==> config.mk <==
export PLATFORM = sky130hd
export DESIGN_NAME = scan_decoder
export DESIGN_NICKNAME = d
export VERILOG_FILES = /design/src/rtl/scan_decoder.sv
export SDC_FILE = /design/constraint.sdc
export NUM_CORES = 1
export LEC_CHECK = 0
export BUFFER_PORTS_ARGS = -buffer_cell sky130_fd_sc_hd__buf_2
export CORE_MARGIN = 2
export CORE_UTILIZATION = 35
export CTS_CLUSTER_SIZE = 40
export DETAILED_ROUTE_END_ITERATION = 10
export PLACE_DENSITY = 0.64
export REMOVE_ABC_BUFFERS = 1
export SKIP_LAST_GASP = 1
export SYNTH_ARGS = -nofsm -noshare
export SYNTH_HDL_FRONTEND = slang
export SYNTH_SLANG_ARGS = --single-unit
==> constraint.sdc <==
create_clock -name clk -period 1.8 [get_ports clk]
set_input_delay 0.09 -clock clk [delete_from_list [all_inputs] [get_ports clk]]
set_output_delay 0.09 -clock clk [all_outputs]
set_load 0.005 [all_outputs]
==> src/rtl/scan_decoder.sv <==
// scan_decoder: one-hot select decoder with a prescaled scanning mode.
//
// With en low the block idles: the output is dark and the index is held.
// In DECODE the index is loaded from d on a load strobe. In SCAN the index
// steps once every period+1 cycles and wraps modulo 2**SEL_W. The wrap
// output pulses for the cycle in which the wrapped index first appears.
//
// Optional feature macro: SCAN_DIR_EN. When it is defined, the dir port
// exists and selects the step direction (0 = up, 1 = down). When it is not
// defined, scanning always counts up.
module scan_decoder #(
  parameter int SEL_W = 4,
  parameter int DIV_W = 8
) (
  input  logic                  clk,
  input  logic                  reset,
  input  logic                  en,
  input  logic                  mode,
  input  logic                  load,
  input  logic [SEL_W-1:0]      d,
  input  logic [DIV_W-1:0]      period,
`ifdef SCAN_DIR_EN
  input  logic                  dir,
`endif
  output logic [(2**SEL_W)-1:0] q,
  output logic [SEL_W-1:0]      idx,
  output logic                  wrap
);

  localparam int OUT_W = 2 ** SEL_W;

  typedef enum logic [1:0] {
    ST_IDLE   = 2'd0,
    ST_DECODE = 2'd1,
    ST_SCAN   = 2'd2
  } state_t;

  state_t           state;
  state_t           nxt_state;
  logic [DIV_W-1:0] cnt;
  logic [SEL_W-1:0] step_idx;
  logic             step_wrap;

  function automatic logic [OUT_W-1:0] onehot(input logic [SEL_W-1:0] v);
    logic [OUT_W-1:0] r;
    r    = '0;
    r[v] = 1'b1;
    return r;
  endfunction

  // Target state follows en/mode directly. The scan step candidate is the
  // neighbouring index, along with a flag that says whether it wraps.
  always_comb begin
    // NOTE: combinational blocks use blocking '=' and assign every output a
    // default first, so that no path through the block leaves a latch.
    nxt_state = ST_IDLE;
    if (en) nxt_state = mode ? ST_SCAN : ST_DECODE;

    step_idx  = idx + 1'b1;
    step_wrap = (idx == '1);
`ifdef SCAN_DIR_EN
    if (dir) begin
      step_idx  = idx - 1'b1;
      step_wrap = (idx == '0);
    end
`endif
  end

  // FSM with registered outputs. Outputs are computed for the state that is
  // being entered, so q always matches the index visible in the same cycle.
  // A change of state never carries a partial prescaler count across.
  always_ff @(posedge clk) begin
    // NOTE: sequential state uses non-blocking '<=' only, so every register
    // sees pre-edge values regardless of statement order.
    if (reset) begin
      state <= ST_IDLE;
      idx   <= '0;
      cnt   <= '0;
      q     <= '0;
      wrap  <= 1'b0;
    end else begin
      state <= nxt_state;
      wrap  <= 1'b0;
      cnt   <= '0;
      case (nxt_state)
        ST_IDLE: begin
          q <= '0;
        end
        ST_DECODE: begin
          if (load) begin
            idx <= d;
            q   <= onehot(d);
          end else begin
            q <= onehot(idx);
          end
        end
        ST_SCAN: begin
          if (load) begin
            // A load takes priority over a step that falls due in the same cycle.
            idx <= d;
            q   <= onehot(d);
          end else if (state == ST_SCAN && cnt >= period) begin
            // Using >= means that lowering period below cnt steps at once.
            idx  <= step_idx;
            q    <= onehot(step_idx);
            wrap <= step_wrap;
          end else begin
            q <= onehot(idx);
            if (state == ST_SCAN) cnt <= cnt + 1'b1;
          end
        end
        default: begin
          q <= '0;
        end
      endcase
    end
  end

endmodule

==> flow_metrics.env, run 1 <==
export IMPL_status="complete, but fails checks"
export IMPL_violations="setup timing"
export IMPL_p_leak_uw=0.00128
export IMPL_rsz0062_at_grt="yes"
export IMPL_dieArea_um2=6480
export IMPL_start_kind="flip-flop"
export IMPL_root_buffer="clkbuf_8"
export IMPL_setup_viol=19
export IMPL_worstRegToRegCells=10
export IMPL_antenna_found_initial=0
export IMPL_instances_no_fill=399
export IMPL_worstPathArrival_ps=2160
export IMPL_avgRoutedWirePerCell_um=16.0
export IMPL_p_int_uw=1110
export IMPL_criticalPathCategory="reg -> reg"
export IMPL_syn_inst=251
export IMPL_h_tree_depth=2
export IMPL_reg2reg_from="cnt[2]$_SDFF_PP0_"
export IMPL_synth_ff_type="dfxtp_1"
export IMPL_vias=2167
export IMPL_finalHoldViolCount=0
export IMPL_maxSlewViolCount=0
export IMPL_clkTransAtPathRegs_ps=60
export IMPL_grt_total_usage_pct=19.7
export IMPL_reg2reg_slack_ps=-210
export IMPL_fin_skew_ps=4.78
export IMPL_synth_seq_area_share_pct=30.3
export IMPL_period_needed_ps=2010
export IMPL_synthTopCellsByArea="dfxtp_1, ha_1, nor2_1"
export IMPL_die_h_um=80.5
export IMPL_synth_edf_count=0
export IMPL_drive_gt1_share_pct=47.4
export IMPL_ant_nets=0
export IMPL_die_width_um=80.5
export IMPL_min_from="reset"
export IMPL_required_ps=1950
export IMPL_pwr_share_clk_pct=33.6
export IMPL_netSwitchingPower_uw=450
export IMPL_ys_warn_count=0
export IMPL_dpl_hpwl_um=4260
export IMPL_cp_max_fo=6
export IMPL_overflow=0
export IMPL_ctsLongestPathBuffers=2
export IMPL_synth_seq_cells=31
export IMPL_drtIter0Drc=168
export IMPL_final_net_count=358
export IMPL_synth_area_per_cell_um2=8.17
export IMPL_syn_area_um2=2050
export IMPL_worstReg2RegEnd="q[7]$_SDFF_PP0_"
export IMPL_clock_fmax_mhz=497
export IMPL_async_reset_ff_share_pct=0
export IMPL_min_path_type="in -> reg"
export IMPL_drtPass1Iterations=4
export IMPL_ir_worst_vdd_mv=0.311
export IMPL_cts_hold_buf=0
export IMPL_ys_types=53
export IMPL_synth_top_area_share_pct=30.3
export IMPL_holdPathStages=2
export IMPL_endpoint_kind="flip-flop"
export IMPL_num_antenna_cells=0
export IMPL_grt_pass1_vias=2021
export IMPL_max_slew_margin_pct=73.7
export IMPL_dp_cells=385
export IMPL_setup_ws_ps=-213
export IMPL_synth_largest_area_cell="dfxtp_1"
export IMPL_switching_share_pct=28.9
export IMPL_dp_slack_ps=-202
export IMPL_hold_end="idx[3]$_SDFFE_PP0P_"
export IMPL_viasPerCell=5.43
export IMPL_power_frac_seq_pct=45.6
export IMPL_start_util_pct=36.8
export IMPL_cts_sinks=31
export IMPL_io_buffers=37
export IMPL_grt_max_degree=16
export IMPL_synth_most_common_cell="dfxtp_1"
export IMPL_clkLatencyLatePin_ps=280
export IMPL_drcViolationCount=0
export IMPL_core_rowCount=27
export IMPL_grt_first_pass_wirelength_um=9870
export IMPL_synthTopCellsByCount="dfxtp_1, nor2_1, nand2_1, nand3_1, ha_1"
export IMPL_numCtsBuffers=5
export IMPL_finalCritPeriodShare_pct=112
export IMPL_syn_to_final_growth_pct=48.5
export IMPL_io_pins=38
export IMPL_p_comb_share_pct=20.8
export IMPL_worst_pin_slew_ps=395
export IMPL_tritoncts="yes"
export IMPL_place_gp_congestion=0.924
export IMPL_drt_wl_total_um=6370
export IMPL_cap_violations=0
export IMPL_p_per_area_nw_per_um2=511
export IMPL_core_um2=5570
==> per-stage QoR <==
| stage | total power [uW] | utilization, % | hold WS [ps] | instance area [um^2] | TNS [ps] |
|---|---|---|---|---|---|
| 2_1_floorplan | 849 | - | 159 | 1970 | -2080 |
| 3_3_place_gp | 979 | 45.7 | 356 | 2550 | -1210 |
| 3_5_place_dp | 984 | 45.7 | 364 | 2550 | -1930 |
| 4_1_cts | 1520 | 50.1 | 73.1 | 2800 | -2020 |
| 5_1_grt | 1630 | 54.6 | 94.9 | 3040 | -4060 |
| 6_report | 1560 | 54.6 | 85.9 | 3040 | -2350 |
==> power groups by stage <==
stage	Clock (uW)	Sequential [uW]	Combinational, uW
floorplan	0	732	117
global placement	0	724	255
detailed placement	0	725	259
CTS	534	709	277
global route	576	711	347
finish	523	709	324
==> cells in the final DEF, fill, tap and decap left out, drive strengths merged, types with 6 or more instances in the layout <==
| cell | synthesis | final |
|---|---|---|
| buf | 10 | 84 |
| dfxtp | 31 | 31 |
| nor2 | 23 | 23 |
| nand2 | 23 | 23 |
| nand3 | 17 | 17 |
| ha | 15 | 15 |
| inv | 13 | 13 |
| a31oi | 11 | 11 |
| a21oi | 10 | 10 |
| o22ai | 9 | 9 |
| o21ai | 9 | 9 |
| and3 | 8 | 8 |
| clkbuf | 6 | 7 |
| nand2b | 6 | 6 |
| xor2 | 6 | 6 |
| nor2b | 6 | 6 |
==> final cells by class <==
type                       count  area, um^2
inverter                      13        48.8
clock inverter                 1        5.00
fill                         491        2530
clock buffer                   7        76.3
timing repair buffer          84         564
multi-input combinational    191        1630
sequential                    31         626
tap                           72        90.1
==> critical path, cell delays in order, from the launching register on <==
cell      delay [ps]
dfxtp_2          330
ha_4             230
a31oi_4          190
nor2b_2           70
o211ai_2         230
buf_6            150
nand2_8           60
buf_6            130
a41o_1           220
a31oi_2          160
a221oi_2         100
==> logic make-up after synthesis <==
group / Yosys count / share of synthesized area, %
and+or+nand+nor: 99 / 25.3
AOI/OAI and AO/OA: 68 / 24.5
DFF: 31 / 30.3
buffers and inverters: 29 / 6.41
adders and majority gates: 15 / 9.16
xor gates and xnor gates: 8 / 3.79
muxes: 1 / 0.488
==> state kept, by name, indices dropped and copies added, names as in the netlist <==
register and flops:
q 16, cnt 8, idx 4, state 2, wrap 1
==> metal layers <==
layer  vias up  part of all wire (%)  track usage [%]
met5         -                     0                0
met4         0                  0.75             5.93
met3         4                   5.4             3.15
met2        70                    49             31.9
met1      1033                    45             26.8
li1       1060                     -                -
==> what timing repair did <==
action	CTS	global route
pin swaps	17	25
setup buffers	5	2
endpoints found under the setup margin	21	29
cloned	0	0
resized for setup	20	50
==> how the worst max path moves through the flow <==
stage	from	endpoint	slack (ps)	depth (start not counted)
after detailed placement	cnt[2]$_SDFF_PP0_	idx[0]$_SDFFE_PP0P_	-200	9
after global routing	cnt[0]$_SDFF_PP0_	q[5]$_SDFF_PP0_	-290	11
after CTS	cnt[2]$_SDFF_PP0_	q[7]$_SDFF_PP0_	-170	10
after floorplan	cnt[0]$_SDFF_PP0_	idx[0]$_SDFFE_PP0P_	-340	9
final	cnt[2]$_SDFF_PP0_	q[7]$_SDFF_PP0_	-210	10
after global placement	cnt[2]$_SDFF_PP0_	q[11]$_SDFF_PP0_	-140	9
Note: power is estimated with default switching activity, not from simulation.
==> run 2: changes to the inputs <==
--- a/config.mk
+++ b/config.mk
@@ -6,11 +6,13 @@
 export NUM_CORES = 1
 export LEC_CHECK = 0
 export BUFFER_PORTS_ARGS = -buffer_cell sky130_fd_sc_hd__buf_2
+export CELL_PAD_IN_SITES_DETAIL_PLACEMENT = 0
+export CELL_PAD_IN_SITES_GLOBAL_PLACEMENT = 1
 export CORE_MARGIN = 2
 export CORE_UTILIZATION = 35
 export CTS_CLUSTER_SIZE = 40
 export DETAILED_ROUTE_END_ITERATION = 10
-export PLACE_DENSITY = 0.64
+export PLACE_DENSITY = 0.79
 export REMOVE_ABC_BUFFERS = 1
 export SKIP_LAST_GASP = 1
 export SYNTH_ARGS = -nofsm -noshare
==> run 2 against run 1 <==
  * The run still ends with setup timing left
  * Clock power rose by 18%
  * Worst hold slack worse by 20 ps
  * Sequential power hardly changed
  * Final area fell by 2.1%
  * Setup slack gained 80 ps
  * Die area stayed put
  * Critical path type unchanged
==> flow_metrics.env, run 2 (synthesis results as in run 1) <==
export IMPL_reg_top3="q: 16 flops, cnt: 8 flops, idx: 4 flops"
export IMPL_dieArea_um2=6480
export IMPL_drcViolationCount=0
export IMPL_clock_fmax_mhz=517
export IMPL_cap_violations=0
export IMPL_clkLatencyLatePin_ps=290
export IMPL_max_slew_margin_pct=71.1
export IMPL_layout_common_cells="buf_4, buf_2, dfxtp_1, nor2_1"
export IMPL_ctsLongestPathBuffers=2
export IMPL_core_um2=5570
export IMPL_min_from="reset"
export IMPL_fillers=531
export IMPL_avgRoutedWirePerCell_um=15.2
export IMPL_cts_sinks=31
export IMPL_io_buffers=37
export IMPL_grt_total_usage_pct=19.5
export IMPL_h_tree_depth=2
export IMPL_placed_cell_area_um2=2560
export IMPL_worstPathArrival_ps=2100
export IMPL_die_h_um=80.5
export IMPL_path_cells="inv_2, ha_4, a31oi_4, nor2b_2, o211ai_2, nand2_4, buf_12, buf_4, a32oi_2, o22ai_2"
export IMPL_hold_ws_ps=66.4
export IMPL_ant_nets=0
export IMPL_maxSlewViolCount=0
export IMPL_tritoncts="yes"
export IMPL_fin_setup_tns_ps=-1330
export IMPL_setup_ws_ps=-134
export IMPL_place_gp_congestion=0.896
export IMPL_status="complete, but fails checks"
export IMPL_layout_commonest_cell="buf_4"
export IMPL_finalHoldViolCount=0
export IMPL_numCtsBuffers=5
export IMPL_dpl_hpwl_um=4290
export IMPL_core_rowCount=27
export IMPL_start_kind="flip-flop"
export IMPL_endpoint_kind="flip-flop"
export IMPL_setup_viol=19
export IMPL_p_per_area_nw_per_um2=547
export IMPL_clkTransAtPathRegs_ps=60
export IMPL_period_needed_ps=1930
export IMPL_ir_worst_vdd_mv=0.297
export IMPL_reg2reg_from="cnt[0]$_SDFF_PP0_"
export IMPL_criticalPathCategory="reg -> reg"
export IMPL_min_path_type="in -> reg"
export IMPL_grt_pass1_vias=1980
export IMPL_viasPerCell=5.35
export IMPL_fin_skew_ps=12.4
export IMPL_violations="setup timing"
export IMPL_overflow=0
export IMPL_startpoint="cnt[0]$_SDFF_PP0_"
export IMPL_drt_wl_total_um=6050
export IMPL_vias=2130
export IMPL_finalCritPeriodShare_pct=107
export IMPL_antenna_found_initial=0
export IMPL_largest_register="q"
export IMPL_drtPass1Iterations=4
export IMPL_drtIter0Drc=107
export IMPL_drive_gt1_share_pct=43.6
export IMPL_num_antenna_cells=0
export IMPL_grt_max_degree=19
export IMPL_largest_reg_flops=16
export IMPL_final_net_count=357
export IMPL_io_pins=38
export IMPL_slowest_delay_ps=330
export IMPL_cp_max_fo=5
export IMPL_start_util_pct=36.8
export IMPL_p_leak_uw=0.00129
export IMPL_rsz0062_at_grt="yes"
export IMPL_fin_area_um2=2980
export IMPL_syn_to_final_growth_pct=45.3
export IMPL_required_ps=1960
export IMPL_grt_first_pass_wirelength_um=9690
export IMPL_die_width_um=80.5
export IMPL_critical_path_slowest_cell="dfxtp_2"
export IMPL_fin_util_pct=53.4
export IMPL_root_buffer="clkbuf_8"
export IMPL_worst_pin_slew_ps=433
-- run 2: cell type report --
| type | count | area (um^2) | share of cell area [%] |
|---|---|---|---|
| repair buffers | 83 | 566 | 19.0 |
| multi-input cells | 191 | 1550 | 52.0 |
| inverters | 13 | 48.8 | 1.64 |
| well taps | 72 | 90.1 | 3.03 |
| clock buffers | 8 | 100 | 3.36 |
| flip-flops and latches | 31 | 624 | 21.0 |
-- run 2: path summary, 6_finish.rpt --
check	slack, ps	cells past startpoint	endpoint
max reg2reg	-130	10	q[12]$_SDFF_PP0_
min	70	2	idx[3]$_SDFFE_PP0P_
min reg2reg	550	2	cnt[0]$_SDFF_PP0_
max	-130	10	q[12]$_SDFF_PP0_
-- run 2: layer usage --
metal	share of wire (%)	global-route usage, %
met5	0	0
met2	47	32.3
met3	5.7	3.26
met1	45	25.4
met4	2.1	7.12
-- run 2: where the power goes --
group / switching (uW) / internal [uW] / total (uW)
clock: 268 / 349 / 617
combinational: 172 / 129 / 302
sequential: 10.7 / 699 / 710
-- run 2: what timing repair did --
item                                    4_1_cts  5_1_grt
pin swaps                                    27       14
endpoints found under the setup margin       21       21
gates resized for setup                      31       25
hold buffers                                  0        0
buffers inserted                              2        2
-- run 2: critical path: cells and delay by family (launching register included) --
family / cells / cell delay [ps]
adders and majority gates: 1 / 230
AOI/OAI and AO/OA: 4 / 700
DFF: 1 / 330
and+or+nand+nor: 2 / 190
buffers and inverters: 3 / 340
-- run 2: per-stage QoR --
stage                     power, uW  instances  worst slack, ps
after global routing           1710        398             -208
after global placement          984        387             -313
final                          1630        398             -134
after detailed placement        985        387             -329
after floorplan                 849        235             -340
after CTS                      1630        397             -102
